`config.mk`:
```
export PLATFORM = sky130hd
export DESIGN_NAME = regfile_write_arbiter
export DESIGN_NICKNAME = d
export VERILOG_FILES = /design/src/rtl/regfile_write_arbiter.sv
export SDC_FILE = /design/constraint.sdc
export NUM_CORES = 1
export LEC_CHECK = 0
export BUFFER_PORTS_ARGS = -buffer_cell sky130_fd_sc_hd__buf_2
export CAP_MARGIN = 20
export CORE_ASPECT_RATIO = 0.5
export CORE_UTILIZATION = 50
export CTS_BUF_LIST = sky130_fd_sc_hd__clkbuf_4
export DETAILED_ROUTE_END_ITERATION = 6
export PLACE_DENSITY = 0.8
export RECOVER_POWER = 25
export SLEW_MARGIN = 20
export SYNTH_ARGS = -nofsm -noshare
export SYNTH_HDL_FRONTEND = slang
export SYNTH_SLANG_ARGS = --single-unit
```
`constraint.sdc`:
```
create_clock -name clk -period 3.8 [get_ports clk]
set_clock_uncertainty 0.1 [all_clocks]
set_input_delay 0.95 -clock clk [delete_from_list [all_inputs] [get_ports clk]]
set_output_delay 0.95 -clock clk [all_outputs]
set_load 0.01 [all_outputs]
```
`src/rtl/regfile_write_arbiter.sv`:
```
// Single write port arbiter for the 4x8 register file: zeroes every register after
// reset or on clear, then round-robins ALU / load / debug writers through a one-entry stage.
module regfile_write_arbiter #(
   parameter int NUM_REQ = 3,
   parameter int DATA_W  = 8,
   parameter int ADDR_W  = 2
) (
   input  logic                        clk,
   input  logic                        rst_n,
   input  logic [NUM_REQ-1:0]          req_valid,
   input  logic [NUM_REQ*ADDR_W-1:0]   req_addr,
   input  logic [NUM_REQ*DATA_W-1:0]   req_data,
   output logic [NUM_REQ-1:0]          req_ready,
   input  logic                        clear_req,
   input  logic                        rf_hold,
   output logic                        rf_wr,
   output logic [ADDR_W-1:0]           rf_ad,
   output logic [DATA_W-1:0]           rf_rd,
   output logic [(2**ADDR_W)-1:0]      busy,
   output logic                        init_done,
   output logic [1:0]                  last_grant
);

   localparam int NUM_REG = 2**ADDR_W;

   // Handshake: requester i transfers at a rising edge when req_valid[i] && req_ready[i];
   // req_ready is a one-hot grant that never depends on whether the granted data is consumed.

   typedef enum logic {ST_INIT, ST_RUN} state_t;

   state_t              state;
   logic [ADDR_W-1:0]   init_cnt;
   logic                stage_valid;
   logic [ADDR_W-1:0]   stage_addr;
   logic [DATA_W-1:0]   stage_data;

   logic                can_accept;
   logic                commit;
   logic                grant_any;
   logic [1:0]          grant_idx;
   logic [1:0]          cand;

   // Round-robin search starts one past the most recent winner.
   always_comb begin
      grant_any  = 1'b0;
      grant_idx  = last_grant;
      cand       = '0;
      can_accept = !stage_valid || !rf_hold;
      commit     = stage_valid && !rf_hold;
      if (state == ST_RUN && can_accept && !clear_req) begin
         for (int k = 1; k <= NUM_REQ; k++) begin
            cand = 2'((int'(last_grant) + k) % NUM_REQ);
            if (!grant_any && req_valid[cand]) begin
               grant_any = 1'b1;
               grant_idx = cand;
            end
         end
      end
   end

   assign req_ready = grant_any ? (NUM_REQ'(1) << grant_idx) : '0;

   // The zeroing write is combinational in INIT, so it is also gated by reset itself.
   always_comb begin
      rf_wr = commit;
      rf_ad = stage_addr;
      rf_rd = stage_data;
      if (state == ST_INIT) begin
         rf_wr = rst_n && !rf_hold;
         rf_ad = init_cnt;
         rf_rd = '0;
      end
   end

   always_comb begin
      for (int r = 0; r < NUM_REG; r++) begin
         busy[r] = stage_valid && (stage_addr == ADDR_W'(r));
      end
   end

   always_ff @(posedge clk or negedge rst_n) begin
      if (!rst_n) begin
         state       <= ST_INIT;
         init_cnt    <= '0;
         stage_valid <= 1'b0;
         stage_addr  <= '0;
         stage_data  <= '0;
         last_grant  <= 2'(NUM_REQ-1);
         init_done   <= 1'b0;
      end else begin
         case (state)
            ST_INIT: begin
               if (!rf_hold) begin
                  if (init_cnt == ADDR_W'(NUM_REG-1)) begin
                     state     <= ST_RUN;
                     init_cnt  <= '0;
                     init_done <= 1'b1;
                  end else begin
                     init_cnt <= init_cnt + 1'b1;
                  end
               end
            end
            ST_RUN: begin
               if (grant_any) begin
                  stage_valid <= 1'b1;
                  stage_addr  <= req_addr[grant_idx*ADDR_W +: ADDR_W];
                  stage_data  <= req_data[grant_idx*DATA_W +: DATA_W];
                  last_grant  <= grant_idx;
               end else if (commit) begin
                  stage_valid <= 1'b0;
               end
               // clear_req suppresses grants, so the stage is empty by the time INIT starts.
               if (clear_req && (!stage_valid || commit)) begin
                  state     <= ST_INIT;
                  init_cnt  <= '0;
                  init_done <= 1'b0;
               end
            end
            default: state <= ST_INIT;
         endcase
      end
   end

endmodule

```
# After elaboration in Yosys (flattened, before gate mapping)
# Cells that the tools add are included.
# totals
wordCells,86
reg_bits,17
latch_bits,0
input_bits,37
rom_bits,0
mem_bits_rw,0
memories,0
out_inout_bits,21
# op_classes
magnitude_cmp,3
n_mux,34
multipliers,0
n_addsub,4
n_eq_ne,7
n_reduce_logical,24
shifts,3
div_mod_pow,3
bitwise_logic,1
# ops
cell,n
$mod A32 B3 Y32 const B,3
$shiftx A24 B6 Y8,1
$mux W1,18
$mux W2,8
$logic_and A1 B1 Y1,11
$lt A2 B3 Y1 const B,3
$mux W8,1
$add A2 B2 Y3 const B,2
$bmux W1 S2,3
$eq A2 B2 Y1 const B,3
$reduce_and A2 Y1,3
$shiftx A6 B4 Y2,1
$logic_not A1 Y1,5
$ne A2 B1 Y1 const B,2
$pmux W1 S2,2
$pmux W2 S2,1
$add A2 B1 Y3 const B,1
$mux W3,1
$reduce_and A3 Y1,1
$shl A1 B2 Y3 const A,1
$add A2 B1 Y2 const B,1
$eq A2 B1 Y1 const B,1
$logic_not A2 Y1,1
$logic_or A1 B1 Y1,2
other kinds (3),3

# Longest topological paths before layout
# Gate-level depths: netlist (run 1).
# depth
depth_word,16
depth_mapped,10

# Worst setup path after synthesis (run 1)
# OpenSTA, ideal clock, no wires.
# synth_path
path_kind,flip-flop to output port
start,register last_grant[1]
end,output port req_ready[0]
n_path_buf,2
arrival_ns,2.291
stages_incl_launch_ff,9
required_ns,2.750
slack_ns,0.459
path_cell_list,dfstp_2 > ha_1 > clkbuf_1 > mux2i_1 > o21ai_1 > o311a_1 > o221ai_1 > buf_2 > nor2_1
# synth_between
elab_chain_cells,16
# synth_rtl
element,line_no,rtl
from (decl),21,output logic [1:0] last_grant
from (signal assigned),88,last_grant <= 2'(NUM_REQ-1);
from (signal assigned),108,last_grant <= grant_idx;
$add A2 B1 Y3,52,cand = 2'((int'(last_grant) + k) % NUM_REQ);
$mod A32 B3 Y32,52,
$bmux W1 S2,53,if (!grant_any && req_valid[cand]) begin
$mux W1 (not written as such),53,
$mux W1,53,
$mux W1,50,if (state == ST_RUN && can_accept && !clear_req) begin
$logic_not A1 Y1,53,
$logic_and A1 B1 Y1,53,
$mux W1,53,
$mux W1,50,
$logic_not A1 Y1,53,
$logic_and A1 B1 Y1,53,
$mux W2,53,
$mux W2,50,
$shl A1 B2 Y3,61,assign req_ready = grant_any ? (NUM_REQ'(1) << grant_idx) : '0;
$mux W3 (*),61,
to (decl),13,"output logic [NUM_REQ-1:0] req_ready,"
# Mark *: on every way between the ends. The rest lies on a longest branch, timed or not. The select of a mux whose other input is x is not followed.

# Worst setup path in the final report (run 1)
# layout_path
start,register last_grant[1]
end,output port req_ready[2]
# The elaborated chain is that of the path after synthesis.

==> summary.json, run 1 <==
{
  "synthesis": {
    "async_flop_share": 1.000,
    "yosys_warnings": 0,
    "synthFlopType": "sky130_fd_sc_hd__dfrtp_1",
    "yosysUniqueCellTypes": 40,
    "yosys.cell_count.top_type": "sky130_fd_sc_hd__nand2_1",
    "syn_nets": 201,
    "synthesis.area_um2": 1405,
    "synth_seq_area_share": 0.3037,
    "flip_flop_and_latch_count_after_synthesis": 17,
    "synth_edf_count": 0,
    "synth_area_per_cell_um2": 8.837,
    "synth_top_cell_area_share": 0.2850,
    "netlist_top_cells_count": "sky130_fd_sc_hd__nand2_1 (26), sky130_fd_sc_hd__dfrtp_1 (16), sky130_fd_sc_hd__mux2i_1 (15)",
    "synth_cells": 159,
    "synth_top_area_cell": "sky130_fd_sc_hd__dfrtp_1",
    "synth_top_cells_by_area": "sky130_fd_sc_hd__dfrtp_1 (28%), sky130_fd_sc_hd__mux2i_1 (11%), sky130_fd_sc_hd__o221ai_2 (11%), sky130_fd_sc_hd__nand2_1 (6.9%), sky130_fd_sc_hd__ha_1 (4.5%)"
  },
  "setup_path": {
    "ff2ff_setup_slack_ns": 0.86,
    "worst_path_max_delay_cell": "sky130_fd_sc_hd__dfstp_2",
    "critPathArrivalTime_ns": 2.62,
    "path_cells": "ha_1 -> mux2i_1 -> o21ai_1 -> or4_1 -> and2_1 -> inv_1 -> buf_2",
    "r2r_start": "last_grant[1]",
    "critPathBufInv": 2,
    "depth_of_the_most_critical_reg_to_reg_path": 8,
    "cp-start-kind": "flop",
    "critical_path.max_stage_delay_ns": 0.59,
    "timing.critical_path.required_ns": 2.75,
    "worst-path-max-fanout": 7,
    "critPathCaptureType": "output pin",
    "worst_path_dominant_cell_family": "simple AND/OR/NAND/NOR gates",
    "critPathKind": "flop to output pin",
    "critical_path.reg2reg.endpoint": "stage_data[1]"
  },
  "worst_hold_path": {
    "hold_path_class": "flop to flop",
    "holdPathStages": 2,
    "hold_path_end": "stage_data[4]",
    "min-delay-start": "stage_data[4]"
  },
  "global_routing": {
    "grt.overflow.total": 0,
    "grt_pass1_wl_mm": 5.409,
    "grt_antenna_before_repair": 0,
    "maximum_number_of_pins_on_one_net_before_global_route_repair": 19,
    "grt_usage": 0.2364,
    "via_count_of_the_first_global_routing_pass": 1206
  },
  "cts": {
    "clkSinkCount": 17,
    "clock_tree.buffer_depth": 2,
    "cts_buffers": 3,
    "clock_tree.htree_level_count": 1,
    "path_clk_slew_ns": 0.10,
    "holdBufCountCts": 0,
    "clockRootBuffer": "sky130_fd_sc_hd__clkbuf_4",
    "clk_latency_ns": 0.30,
    "cts_repair_resize_count": 0,
    "post_cts_buffers": 0,
    "clock_tree_from_tritoncts": "done"
  },
  "die": {
    "die_height_um": 39.49,
    "width_of_the_chip_um": 76.97,
    "initial_utilization": 0.5332,
    "coreArea_um2": 2635,
    "pin_count": 58,
    "dieArea_um2": 3039,
    "rows": 13
  },
  "finish": {
    "final_nets": 259,
    "num_antenna_cells": 0,
    "finalInstanceArea_um2": 1763,
    "area_growth_pct": 25.47,
    "seqCellArea_um2": 426.7,
    "filler_cell_count": 236,
    "multi_input_comb_area_um2": 900.9,
    "final_layout_size_suffix_gt1_frac": 0.3796
  },
  "drt": {
    "antenna_left": 0,
    "drt_wl_total_mm": 3.461,
    "drt_first_iter_violations": 85,
    "vias": 1393,
    "tritonroute_pass_1_iters": 4,
    "post_drt_via_cell_ratio": 5.506,
    "wl_per_cell_um": 13.68,
    "remaining_drc_errors": 0
  },
  "timing": {
    "slew_headroom": 0.3683,
    "hold_violations": 0,
    "worstMarginPinSlew_ns": 0.9475,
    "finalSetupViolations": 0,
    "period_needed_ns": 3.670,
    "fin_crit_sh": 0.9658,
    "final_max_slew_viol_count": 0,
    "setup_tns_ns": 0,
    "max_clock_freq_mhz": 272.5,
    "rsz0062_at_grt": "no"
  },
  "power": {
    "vdd.ir_drop.worst_mv": 0.3289,
    "p_per_area_nw_per_um2": 709.3,
    "leakage_nw": 0.9421
  },
  "placement": {
    "gp_routability_congestion": 0.8815,
    "placement.cell_area_um2": 1732,
    "port_buffers": 57,
    "hpwlAfterDp_mm": 2.658
  },
  "job": {
    "max_cap_violations": 0
  },
  "status": {
    "outcome": "finished clean"
  }
}
[power by group]
| group | switching (W) | internal (W) | total, W | leakage (nW) |
|---|---|---|---|---|
| clock network | 0.0000587 | 0.0000481 | 0.000107 | 0.0184 |
| logic | 0.000447 | 0.000353 | 0.000799 | 0.715 |
| registers | 0.0000761 | 0.000268 | 0.000345 | 0.208 |
| total | 0.000582 | 0.000669 | 0.00125 | 0.942 |
[how the worst max path moves through the flow]
stage                    to           from  slack, ns  cells after the start
4_1_cts        req_ready[2]  last_grant[1]       0.16                      8
3_3_place_gp   req_ready[1]   req_valid[1]       0.40                      7
2_1_floorplan  req_ready[0]  last_grant[1]       0.46                      8
5_1_grt        req_ready[1]  last_grant[0]      0.004                      8
3_5_place_dp   req_ready[2]   req_valid[1]       0.39                      7
6_report       req_ready[2]  last_grant[1]       0.13                      7
[layer usage]
layer | wire (µm) | share of wire | vias up | track usage
li1 | - | - | 688 | -
met1 | 1583 | 0.46 | 657 | 0.2899
met2 | 1702 | 0.49 | 42 | 0.4241
met3 | 133 | 0.038 | 6 | 0.05581
met4 | 42 | 0.012 | 0 | 0.08019
met5 | 0 | 0 | - | 0
[cells in the final DEF (no fill, tap or decap), types with 2 or more instances in the layout]
cell / instances
sky130_fd_sc_hd__o21ai_1: 3
sky130_fd_sc_hd__nand3_1: 3
sky130_fd_sc_hd__o21ai_0: 6
sky130_fd_sc_hd__mux2i_1: 15
sky130_fd_sc_hd__buf_4: 5
sky130_fd_sc_hd__or4_1: 3
sky130_fd_sc_hd__a21o_1: 2
sky130_fd_sc_hd__and2_1: 9
sky130_fd_sc_hd__a21oi_1: 5
sky130_fd_sc_hd__buf_2: 56
sky130_fd_sc_hd__nand3b_1: 3
sky130_fd_sc_hd__ha_1: 4
sky130_fd_sc_hd__o21a_1: 2
sky130_fd_sc_hd__nor2_1: 5
sky130_fd_sc_hd__dfrtp_1: 16
sky130_fd_sc_hd__nand2_1: 26
sky130_fd_sc_hd__nor3_1: 3
sky130_fd_sc_hd__nand2b_1: 4
sky130_fd_sc_hd__mux2_2: 2
sky130_fd_sc_hd__inv_1: 10
sky130_fd_sc_hd__clkbuf_4: 4
sky130_fd_sc_hd__o221ai_2: 10
[stage by stage]
stage          setup WS, ns  cells    util  hold slack (ns)  total power, W
2_1_floorplan        0.4590    159       -           0.3501       0.0009247
3_3_place_gp         0.3979    249  0.6572           0.3615        0.001120
3_5_place_dp         0.3911    249  0.6572           0.3636        0.001134
4_1_cts              0.1564    253  0.6686           0.3914        0.001245
5_1_grt            0.003630    253  0.6690           0.4133        0.001352
6_report             0.1301    253  0.6690           0.3934        0.001251
[area by class of cell]
cell class                 count  area share
multi-input combinational    123      0.5110
sequential                    17      0.2420
timing repair buffer          62      0.1824
tap                           37     0.02626
inverter                      10     0.02129
clock buffer                   4     0.01703
[kinds of logic after synthesis]
logic type                 share of synthesized area
AOI/OAI and AO/OA                             0.2182
adders and majority gates                    0.04452
buffers and inverters                        0.05699
DFF                                           0.3037
muxes                                         0.1229
and+or+nand+nor                               0.2538
[flip-flops by register name, indices dropped and copies added (netlist names)]
signal,flops
stage_addr,2
last_grant,2
state,1
init_cnt,2
init_done,1
stage_valid,1
stage_data,8
[worst register-to-register path, cell delays in order, from the launching register on]
cell and delay (ns):
sky130_fd_sc_hd__dfstp_2 0.59, sky130_fd_sc_hd__ha_1 0.32, sky130_fd_sc_hd__mux2i_1 0.29, sky130_fd_sc_hd__o21ai_1 0.15, sky130_fd_sc_hd__or4_1 0.58, sky130_fd_sc_hd__o211ai_2 0.16
sky130_fd_sc_hd__buf_4 0.24, sky130_fd_sc_hd__mux2i_1 0.27, sky130_fd_sc_hd__o221ai_2 0.12
Note: power is estimated with default switching activity, not from simulation.
==> run 2, diff against run 1 <==
Settings changed: ABC_AREA set to 1, CAP_MARGIN 20 to not set, PLACE_DENSITY 0.8 to 0.79.
==> run 2 against run 1 <==
Effect of this change:
- combinational power is 15% higher
- hold slack worse by 0.019 ns
- first-iteration DRC count is 42% lower
- final cell count is 30% higher
- utilization is 1.6 points higher
- sequential share of layout area is 1.2 points lower
- critical path type unchanged
- critical endpoint unchanged
- largest power group unchanged
==> summary.json, run 2 <==
{
  "worst_hold_path": {
    "hold_path_end": "init_done",
    "holdPathStages": {"value": 2, "change": "unchanged"},
    "hold_path_class": "flop to flop",
    "min-delay-start": "init_done"
  },
  "setup_path": {
    "timing.critical_path.required": {"value": 2.75, "unit": "ns", "change": "about the same"},
    "depth_of_the_most_critical_reg_to_reg_path": {"value": 16, "change": "+8"},
    "critPathArrivalTime": {"value": 2.53, "unit": "ns", "change": "-0.09 ns"},
    "critPathCaptureType": "output pin",
    "r2r_start": "last_grant[1]",
    "critPathKind": "flop to output pin",
    "worst-path-max-fanout": {"value": 7, "change": "unchanged"},
    "ff2ff_setup_slack": {"value": 1.35, "unit": "ns", "change": "+0.49 ns"},
    "cp-start-kind": "flop",
    "critical_path.reg2reg.endpoint": "stage_data[2]"
  },
  "die": {
    "dieArea": {"value": 3237, "unit": "µm²", "change": "+6.5%"},
    "pin_count": {"value": 58, "change": "unchanged"},
    "initial_utilization": {"value": 0.5523, "change": "+0.01904"},
    "width_of_the_chip": {"value": 79.47, "unit": "µm", "change": "+3.2%"},
    "rows": {"value": 13, "change": "unchanged"},
    "coreArea": {"value": 2716, "unit": "µm²", "change": "+3.1%"},
    "die_height": {"value": 40.73, "unit": "µm", "change": "+3.2%"}
  },
  "placement": {
    "hpwlAfterDp": {"value": 2.889, "unit": "mm", "change": "+8.7%"},
    "placement.cell_area": {"value": 1827, "unit": "µm²", "change": "+5.5%"},
    "gp_routability_congestion": {"value": 0.8430, "change": "-4.4%"},
    "port_buffers": {"value": 57, "change": "unchanged"}
  },
  "global_routing": {
    "grt.overflow.total": {"value": 0, "change": "unchanged"},
    "grt_usage": {"value": 0.2361, "change": "-0.0003209"},
    "maximum_number_of_pins_on_one_net_before_global_route_repair": {"value": 18, "change": "-1"},
    "via_count_of_the_first_global_routing_pass": {"value": 1357, "change": "+13%"},
    "grt_pass1_wl": {"value": 5.630, "unit": "mm", "change": "+4.1%"},
    "grt_antenna_before_repair": {"value": 0, "change": "unchanged"}
  },
  "finish": {
    "num_antenna_cells": {"value": 0, "change": "unchanged"},
    "most-common-layout-cells": "sky130_fd_sc_hd__nand2_1 (82), sky130_fd_sc_hd__buf_2 (56), sky130_fd_sc_hd__inv_1 (37)",
    "area_growth_pct": 24.02,
    "largest_reg_flops": {"value": 8, "change": "unchanged"},
    "regMostFlops": "stage_data",
    "mostFrequentLayoutCell": "sky130_fd_sc_hd__nand2_1",
    "filler_cell_count": {"value": 252, "change": "+6.8%"},
    "finalInstanceArea": {"value": 1861, "unit": "µm²", "change": "+5.5%"},
    "final_layout_size_suffix_gt1_frac": {"value": 0.3242, "change": "-0.05540"},
    "finish.utilization": {"value": 0.6849, "change": "+0.01590"},
    "final_nets": {"value": 336, "change": "+30%"}
  },
  "synthesis": {
    "yosys.cell_count.top_type": "sky130_fd_sc_hd__nand2_1",
    "netlist_top_cells_count": "sky130_fd_sc_hd__nand2_1 (82), sky130_fd_sc_hd__inv_1 (37), sky130_fd_sc_hd__nand3_1 (32)",
    "syn_nets": {"value": 274, "change": "+36%"},
    "synth_top_cells_by_area": "sky130_fd_sc_hd__dfrtp_1 (27%), sky130_fd_sc_hd__nand2_1 (21%), sky130_fd_sc_hd__nand3_1 (11%), sky130_fd_sc_hd__inv_1 (9.3%), sky130_fd_sc_hd__ha_1 (4.2%)",
    "synth_area_per_cell": {"value": 6.466, "unit": "µm²", "change": "-27%"},
    "yosys_warnings": {"value": 0, "change": "unchanged"},
    "async_flop_share": {"value": 1.000, "change": "unchanged"},
    "synth_top_cell_area_share": {"value": 0.2669, "change": "-0.01806"},
    "flip_flop_and_latch_count_after_synthesis": {"value": 17, "change": "unchanged"},
    "synth_cells": {"value": 232, "change": "+46%"},
    "synth_edf_count": {"value": 0, "change": "unchanged"},
    "synth_top_area_cell": "sky130_fd_sc_hd__dfrtp_1",
    "synthesis.area": {"value": 1500, "unit": "µm²", "change": "+6.8%"},
    "synthFlopType": "sky130_fd_sc_hd__dfrtp_1",
    "synth_seq_area_share": {"value": 0.2844, "change": "-0.01925"},
    "yosysUniqueCellTypes": {"value": 27, "change": "-33%"}
  },
  "timing": {
    "finalSetupViolations": {"value": 0, "change": "unchanged"},
    "final_max_slew_viol_count": {"value": 0, "change": "unchanged"},
    "worstMarginPinSlew": {"value": 0.9208, "unit": "ns", "change": "-0.02677 ns"},
    "period_needed": {"value": 3.585, "unit": "ns", "change": "-0.08501 ns"},
    "fin_crit_sh": {"value": 0.9434, "change": "-0.02237"},
    "setup_tns": {"value": 0, "unit": "ns", "change": "unchanged"},
    "rsz0062_at_grt": "no",
    "slew_headroom": {"value": 0.3862, "change": "+0.01785"},
    "hold_violations": {"value": 0, "change": "unchanged"},
    "max_clock_freq": {"value": 279.0, "unit": "MHz", "change": "+2.4%"}
  },
  "drt": {
    "drt_first_iter_violations": {"value": 49, "change": "-42%"},
    "remaining_drc_errors": {"value": 0, "change": "unchanged"},
    "post_drt_via_cell_ratio": {"value": 4.930, "change": "-10%"},
    "tritonroute_pass_1_iters": {"value": 4, "change": "unchanged"},
    "antenna_left": {"value": 0, "change": "unchanged"},
    "drt_wl_total": {"value": 3.576, "unit": "mm", "change": "+3.3%"},
    "vias": {"value": 1627, "change": "+17%"},
    "wl_per_cell": {"value": 10.84, "unit": "µm", "change": "-21%"}
  },
  "cts": {
    "holdBufCountCts": {"value": 0, "change": "unchanged"},
    "clockRootBuffer": "sky130_fd_sc_hd__clkbuf_4",
    "path_clk_slew": {"value": 0.10, "unit": "ns", "change": "about the same"},
    "cts_buffers": {"value": 3, "change": "unchanged"},
    "clk_latency": {"value": 0.29, "unit": "ns", "change": "about the same"},
    "clock_tree_from_tritoncts": "done",
    "clock_tree.htree_level_count": {"value": 1, "change": "unchanged"},
    "clock_tree.buffer_depth": {"value": 2, "change": "unchanged"},
    "clkSinkCount": {"value": 17, "change": "unchanged"}
  },
  "power": {
    "p_per_area": {"value": 739.9, "unit": "nW/µm²", "change": "+4.3%"},
    "vdd.ir_drop.worst": {"value": 0.5175, "unit": "mV", "change": "+57%"},
    "netSwitchingPower": {"value": 0.0007412, "unit": "W", "change": "+27%"},
    "seq_power_share": {"value": 0.256, "change": "-0.020"},
    "clock_power_share": {"value": 0.075, "change": "-0.010"},
    "logic_pwr_share": {"value": 0.669, "change": "+0.030"},
    "power_switching_share": {"value": 0.5384, "change": "+0.07340"},
    "power_report.internal_total": {"value": 0.0006353, "unit": "W", "change": "-5.0%"},
    "leakage": {"value": 1.166, "unit": "nW", "change": "+24%"}
  },
  "job": {
    "max_cap_violations": {"value": 0, "change": "unchanged"}
  },
  "status": {
    "outcome": "finished clean"
  }
}
-- run 2: layout make-up --
cell class	instances	area, µm²	share of cell area
Multi-Input combinational cell	167	884.6	0.4755
Sequential cell	17	427.9	0.2300
Timing Repair Buffer	60	302.8	0.1627
Inverter	45	168.9	0.09079
Tap cell	37	46.29	0.02488
Clock buffer	4	30.03	0.01614
-- run 2: timing repair --
item	in CTS	in global routing
endpoints found under the setup margin	0	3
gates resized for setup	0	1
buffers inserted	0	1
-- run 2: worst max path at each step --
stage,from,to,depth (start not counted)
2_1_floorplan,req_valid[2],req_ready[0],10
3_3_place_gp,req_valid[2],req_ready[0],12
3_5_place_dp,req_valid[2],req_ready[0],12
4_1_cts,last_grant[0],req_ready[0],12
5_1_grt,last_grant[1],req_ready[0],14
6_report,last_grant[0],req_ready[2],14
-- run 2: worst max-delay path, stage by stage, from the launching register on --
cell	delay, ns
sky130_fd_sc_hd__dfrtp_2	0.43
sky130_fd_sc_hd__inv_1	0.10
sky130_fd_sc_hd__ha_1	0.41
sky130_fd_sc_hd__inv_2	0.14
sky130_fd_sc_hd__nand2_1	0.06
sky130_fd_sc_hd__nand3_1	0.09
sky130_fd_sc_hd__nand2_1	0.09
sky130_fd_sc_hd__nor2_2	0.14
sky130_fd_sc_hd__nand2_1	0.09
sky130_fd_sc_hd__nand2_1	0.08
sky130_fd_sc_hd__nand2_1	0.06
sky130_fd_sc_hd__nand2_2	0.11
sky130_fd_sc_hd__nand2_2	0.13
sky130_fd_sc_hd__nor2_4	0.18
sky130_fd_sc_hd__buf_2	0.16
-- run 2: stage by stage --
stage	total power, W	setup WS (ns)	cells	hold slack, ns
final	0.001377	0.2152	330	0.3743
after global routing	0.001511	0.02342	330	0.4124
after CTS	0.001377	0.1378	329	0.3788
after detailed placement	0.001268	0.3723	325	0.3547
after global placement	0.001245	0.4601	325	0.3514
after floorplan	0.001048	0.6835	232	0.3492
-- run 2: power by group through the flow --
stage	sequential, W	combinational [W]	clock (W)
3_5_place_dp	0.000353	0.000915	0
3_3_place_gp	0.000350	0.000894	0
2_1_floorplan	0.000332	0.000716	0
5_1_grt	0.000365	0.00103	0.000117
4_1_cts	0.000350	0.000920	0.000107
6_report	0.000352	0.000921	0.000103
-- run 2: cells by family (layout without fill, tap and decap cells) --
kind of cell | after synthesis | after routing | synth area share
AND/OR/NAND/NOR | 146 | 146 | 0.4646
buffers and inverters | 48 | 109 | 0.1259
flip-flops | 17 | 17 | 0.2844
AO/OA/AOI/OAI | 16 | 16 | 0.08340
adder cells (fa/ha/maj) | 5 | 5 | 0.04170
-- run 2: layer usage --
| metal | vias up | GRT usage | share of wire |
|---|---|---|---|
| met4 | 0 | 0.04545 | 0.012 |
| li1 | 847 | - | - |
| met3 | 4 | 0.04667 | 0.046 |
| met5 | - | 0 | 0 |
| met1 | 734 | 0.2761 | 0.46 |
| met2 | 42 | 0.4744 | 0.48 |
==> run 3, diff against run 2 <==
Settings changed: CORE_MARGIN set to 2, PLACE_DENSITY 0.79 to not set, PLACE_DENSITY_LB_ADDON set to 0.12, TNS_END_PERCENT set to 1.
==> run 3 against run 2 <==
Effect of this change:
- count of clock-buffer cells in the layout shrank 1
- setup slack worse by 0.012 ns
- die area up 7.6%
- utilization shrank 0.18 points
- design area shrank 0.27%
- non-clock buffer count down 1
- largest power group unchanged
==> summary.json, run 3 (same netlist as run 2, synthesis figures left out) <==
{
  "worst_hold_path": {
    "min-delay-start": "init_done",
    "hold_path_class": "flop to flop"
  },
  "timing": {
    "max_clock_freq": {"value": 278.0, "unit": "MHz", "change": "-0.34%"},
    "period_needed": {"value": 3.597, "unit": "ns", "change": "+0.01231 ns"},
    "rsz0062_at_grt": "no",
    "fin_crit_sh": {"value": 0.9466, "change": "+0.003240"},
    "slew_headroom": {"value": 0.3981, "change": "+0.01195"},
    "worstMarginPinSlew": {"value": 0.9028, "unit": "ns", "change": "-0.01792 ns"},
    "setup_tns": {"value": 0, "unit": "ns", "change": "unchanged"},
    "final_max_slew_viol_count": {"value": 0, "change": "unchanged"},
    "finalSetupViolations": {"value": 0, "change": "unchanged"},
    "hold_violations": {"value": 0, "change": "unchanged"}
  },
  "drt": {
    "tritonroute_pass_1_iters": {"value": 5, "change": "+1"},
    "remaining_drc_errors": {"value": 0, "change": "unchanged"},
    "wl_per_cell": {"value": 10.84, "unit": "µm", "change": "about the same"},
    "antenna_left": {"value": 0, "change": "unchanged"},
    "post_drt_via_cell_ratio": {"value": 4.900, "change": "-0.62%"},
    "drt_wl_total": {"value": 3.568, "unit": "mm", "change": "-0.22%"},
    "vias": {"value": 1612, "change": "-0.92%"},
    "drt_first_iter_violations": {"value": 57, "change": "+16%"}
  },
  "die": {
    "rows": {"value": 13, "change": "unchanged"},
    "die_height": {"value": 42.73, "unit": "µm", "change": "+4.9%"},
    "dieArea": {"value": 3481, "unit": "µm²", "change": "+7.6%"},
    "pin_count": {"value": 58, "change": "unchanged"},
    "initial_utilization": {"value": 0.5523, "change": "unchanged"},
    "width_of_the_chip": {"value": 81.47, "unit": "µm", "change": "+2.5%"},
    "coreArea": {"value": 2716, "unit": "µm²", "change": "unchanged"}
  },
  "placement": {
    "placement.cell_area": {"value": 1827, "unit": "µm²", "change": "unchanged"},
    "port_buffers": {"value": 57, "change": "unchanged"},
    "gp_routability_congestion": {"value": 0.8739, "change": "+3.7%"},
    "hpwlAfterDp": {"value": 2.958, "unit": "mm", "change": "+2.4%"}
  },
  "power": {
    "vdd.ir_drop.worst": {"value": 0.4703, "unit": "mV", "change": "-9.1%"},
    "p_per_area": {"value": 744.2, "unit": "nW/µm²", "change": "+0.59%"},
    "leakage": {"value": 1.154, "unit": "nW", "change": "-0.98%"}
  },
  "cts": {
    "clock_tree.buffer_depth": {"value": 2, "change": "unchanged"},
    "clock_tree_from_tritoncts": "done",
    "clkSinkCount": {"value": 17, "change": "unchanged"},
    "post_cts_buffers": {"value": 0, "change": "unchanged"},
    "path_clk_slew": {"value": 0.12, "unit": "ns", "change": "+0.02 ns"},
    "cts_buffers": {"value": 3, "change": "unchanged"},
    "clock_tree.htree_level_count": {"value": 1, "change": "unchanged"},
    "clk_latency": {"value": 0.30, "unit": "ns", "change": "about the same"},
    "clockRootBuffer": "sky130_fd_sc_hd__clkbuf_4"
  },
  "finish": {
    "final_layout_size_suffix_gt1_frac": {"value": 0.3253, "change": "+0.001110"},
    "finalInstanceArea": {"value": 1856, "unit": "µm²", "change": "-0.27%"},
    "area_growth_pct": 23.69,
    "regMostFlops": "stage_data",
    "final_nets": {"value": 335, "change": "-0.30%"},
    "largest_reg_flops": {"value": 8, "change": "unchanged"},
    "mostFrequentLayoutCell": "sky130_fd_sc_hd__nand2_1",
    "finish.utilization": {"value": 0.6831, "change": "-0.001843"},
    "most-common-layout-cells": "sky130_fd_sc_hd__nand2_1 (82), sky130_fd_sc_hd__buf_2 (56), sky130_fd_sc_hd__inv_1 (37)",
    "num_antenna_cells": {"value": 0, "change": "unchanged"}
  },
  "setup_path": {
    "critPathCaptureType": "output pin",
    "critical_path.startpoint": "last_grant[1]",
    "worst_path_max_delay_cell": "sky130_fd_sc_hd__dfstp_2",
    "cp-start-kind": "flop",
    "worst_path_dominant_cell_family": "simple AND/OR/NAND/NOR gates",
    "timing.critical_path.required": {"value": 2.75, "unit": "ns", "change": "about the same"},
    "critPathKind": "flop to output pin",
    "critPathBufInv": {"value": 5, "change": "+2"},
    "crit_top_cell": "sky130_fd_sc_hd__inv_2",
    "critPathArrivalTime": {"value": 2.55, "unit": "ns", "change": "+0.02 ns"},
    "r2r_start": "last_grant[1]",
    "critical_path.max_stage_delay": {"value": 0.60, "unit": "ns", "change": "+0.17 ns"},
    "worst-path-max-fanout": {"value": 7, "change": "unchanged"},
    "path_cells": "inv_1 -> ha_1 -> inv_2 -> nand2_1 -> nand3_1 -> nand2_1 -> nand3_4 -> inv_2 -> a21oi_1 -> nand2_2 -> nor2_4 -> inv_2 -> nor2_1 -> buf_2",
    "ff2ff_setup_slack": {"value": 1.36, "unit": "ns", "change": "about the same"}
  },
  "status": {
    "outcome": "finished clean"
  },
  "global_routing": {
    "grt.overflow.total": {"value": 0, "change": "unchanged"},
    "via_count_of_the_first_global_routing_pass": {"value": 1426, "change": "+5.1%"},
    "grt_antenna_before_repair": {"value": 0, "change": "unchanged"},
    "maximum_number_of_pins_on_one_net_before_global_route_repair": {"value": 18, "change": "unchanged"},
    "grt_usage": {"value": 0.2207, "change": "-0.01542"},
    "grt_pass1_wl": {"value": 6.009, "unit": "mm", "change": "+6.7%"}
  },
  "job": {
    "max_cap_violations": {"value": 0, "change": "unchanged"}
  }
}
-- run 3: cell types whose count changed in the layout (fill, tap and decap cells not counted) --
cell / previous run / this run
sky130_fd_sc_hd__ha_1: 5 / 4
sky130_fd_sc_hd__clkinvlp_4: 0 / 1
sky130_fd_sc_hd__buf_4: 2 / 1
sky130_fd_sc_hd__ha_2: 0 / 1
sky130_fd_sc_hd__clkbuf_4: 4 / 3
-- run 3: what timing repair did --
item	in CTS	in global routing
resized for setup	0	2
hold buffers	0	0
setup endpoints to repair	0	3
-- run 3: final cells by class --
cell class	instances	area [µm²]
multi-input cells	167	887.1
fillers	251	860.8
flip-flops and latches	17	427.9
repair buffers	59	295.3
inverters	45	168.9
well taps	37	46.29
clock buffers	3	22.52
clock inverters	1	7.507
-- run 3: stage by stage --
stage | cells | power (W) | setup WS, ns | hold WS (ns)
detailed placement | 325 | 0.001263 | 0.3870 | 0.3561
floorplan | 232 | 0.001048 | 0.6835 | 0.3492
finish | 329 | 0.001381 | 0.2028 | 0.3793
CTS | 329 | 0.001372 | 0.1424 | 0.3848
global route | 329 | 0.001512 | 0.01442 | 0.4153
global placement | 325 | 0.001248 | 0.4607 | 0.3506
-- run 3: per-layer routing --
| layer | up-vias | wire length (µm) | GRT usage |
|---|---|---|---|
| met1 | 716 | 1690 | 0.2991 |
| met2 | 46 | 1618 | 0.3787 |
| met3 | 2 | 248 | 0.04468 |
| met5 | - | 0 | 0 |
| met4 | 0 | 10 | 0.02034 |
| li1 | 848 | - | - |
-- run 3: report_power, final --
group	switching, W	total [W]	internal, W	leakage, nW
clock network	0.0000656	0.000106	0.0000401	0.0139
registers	0.0000854	0.000353	0.000268	0.213
logic	0.000598	0.000922	0.000323	0.927
-- run 3: worst min-delay path: stages, from the launching register on --
cell and delay [ns]:
sky130_fd_sc_hd__dfrtp_1 0.36, sky130_fd_sc_hd__nand2_1 0.05, sky130_fd_sc_hd__nand2_1 0.04
-- run 3: final timing paths --
check,cells past startpoint,endpoint
worst max-delay path,14,req_ready[0]
worst min-delay path,2,init_done
worst max register to register,16,stage_data[2]
worst min register to register,2,init_done
max in group asynchronous,2,last_grant[0]
min in group asynchronous,2,init_cnt[0]
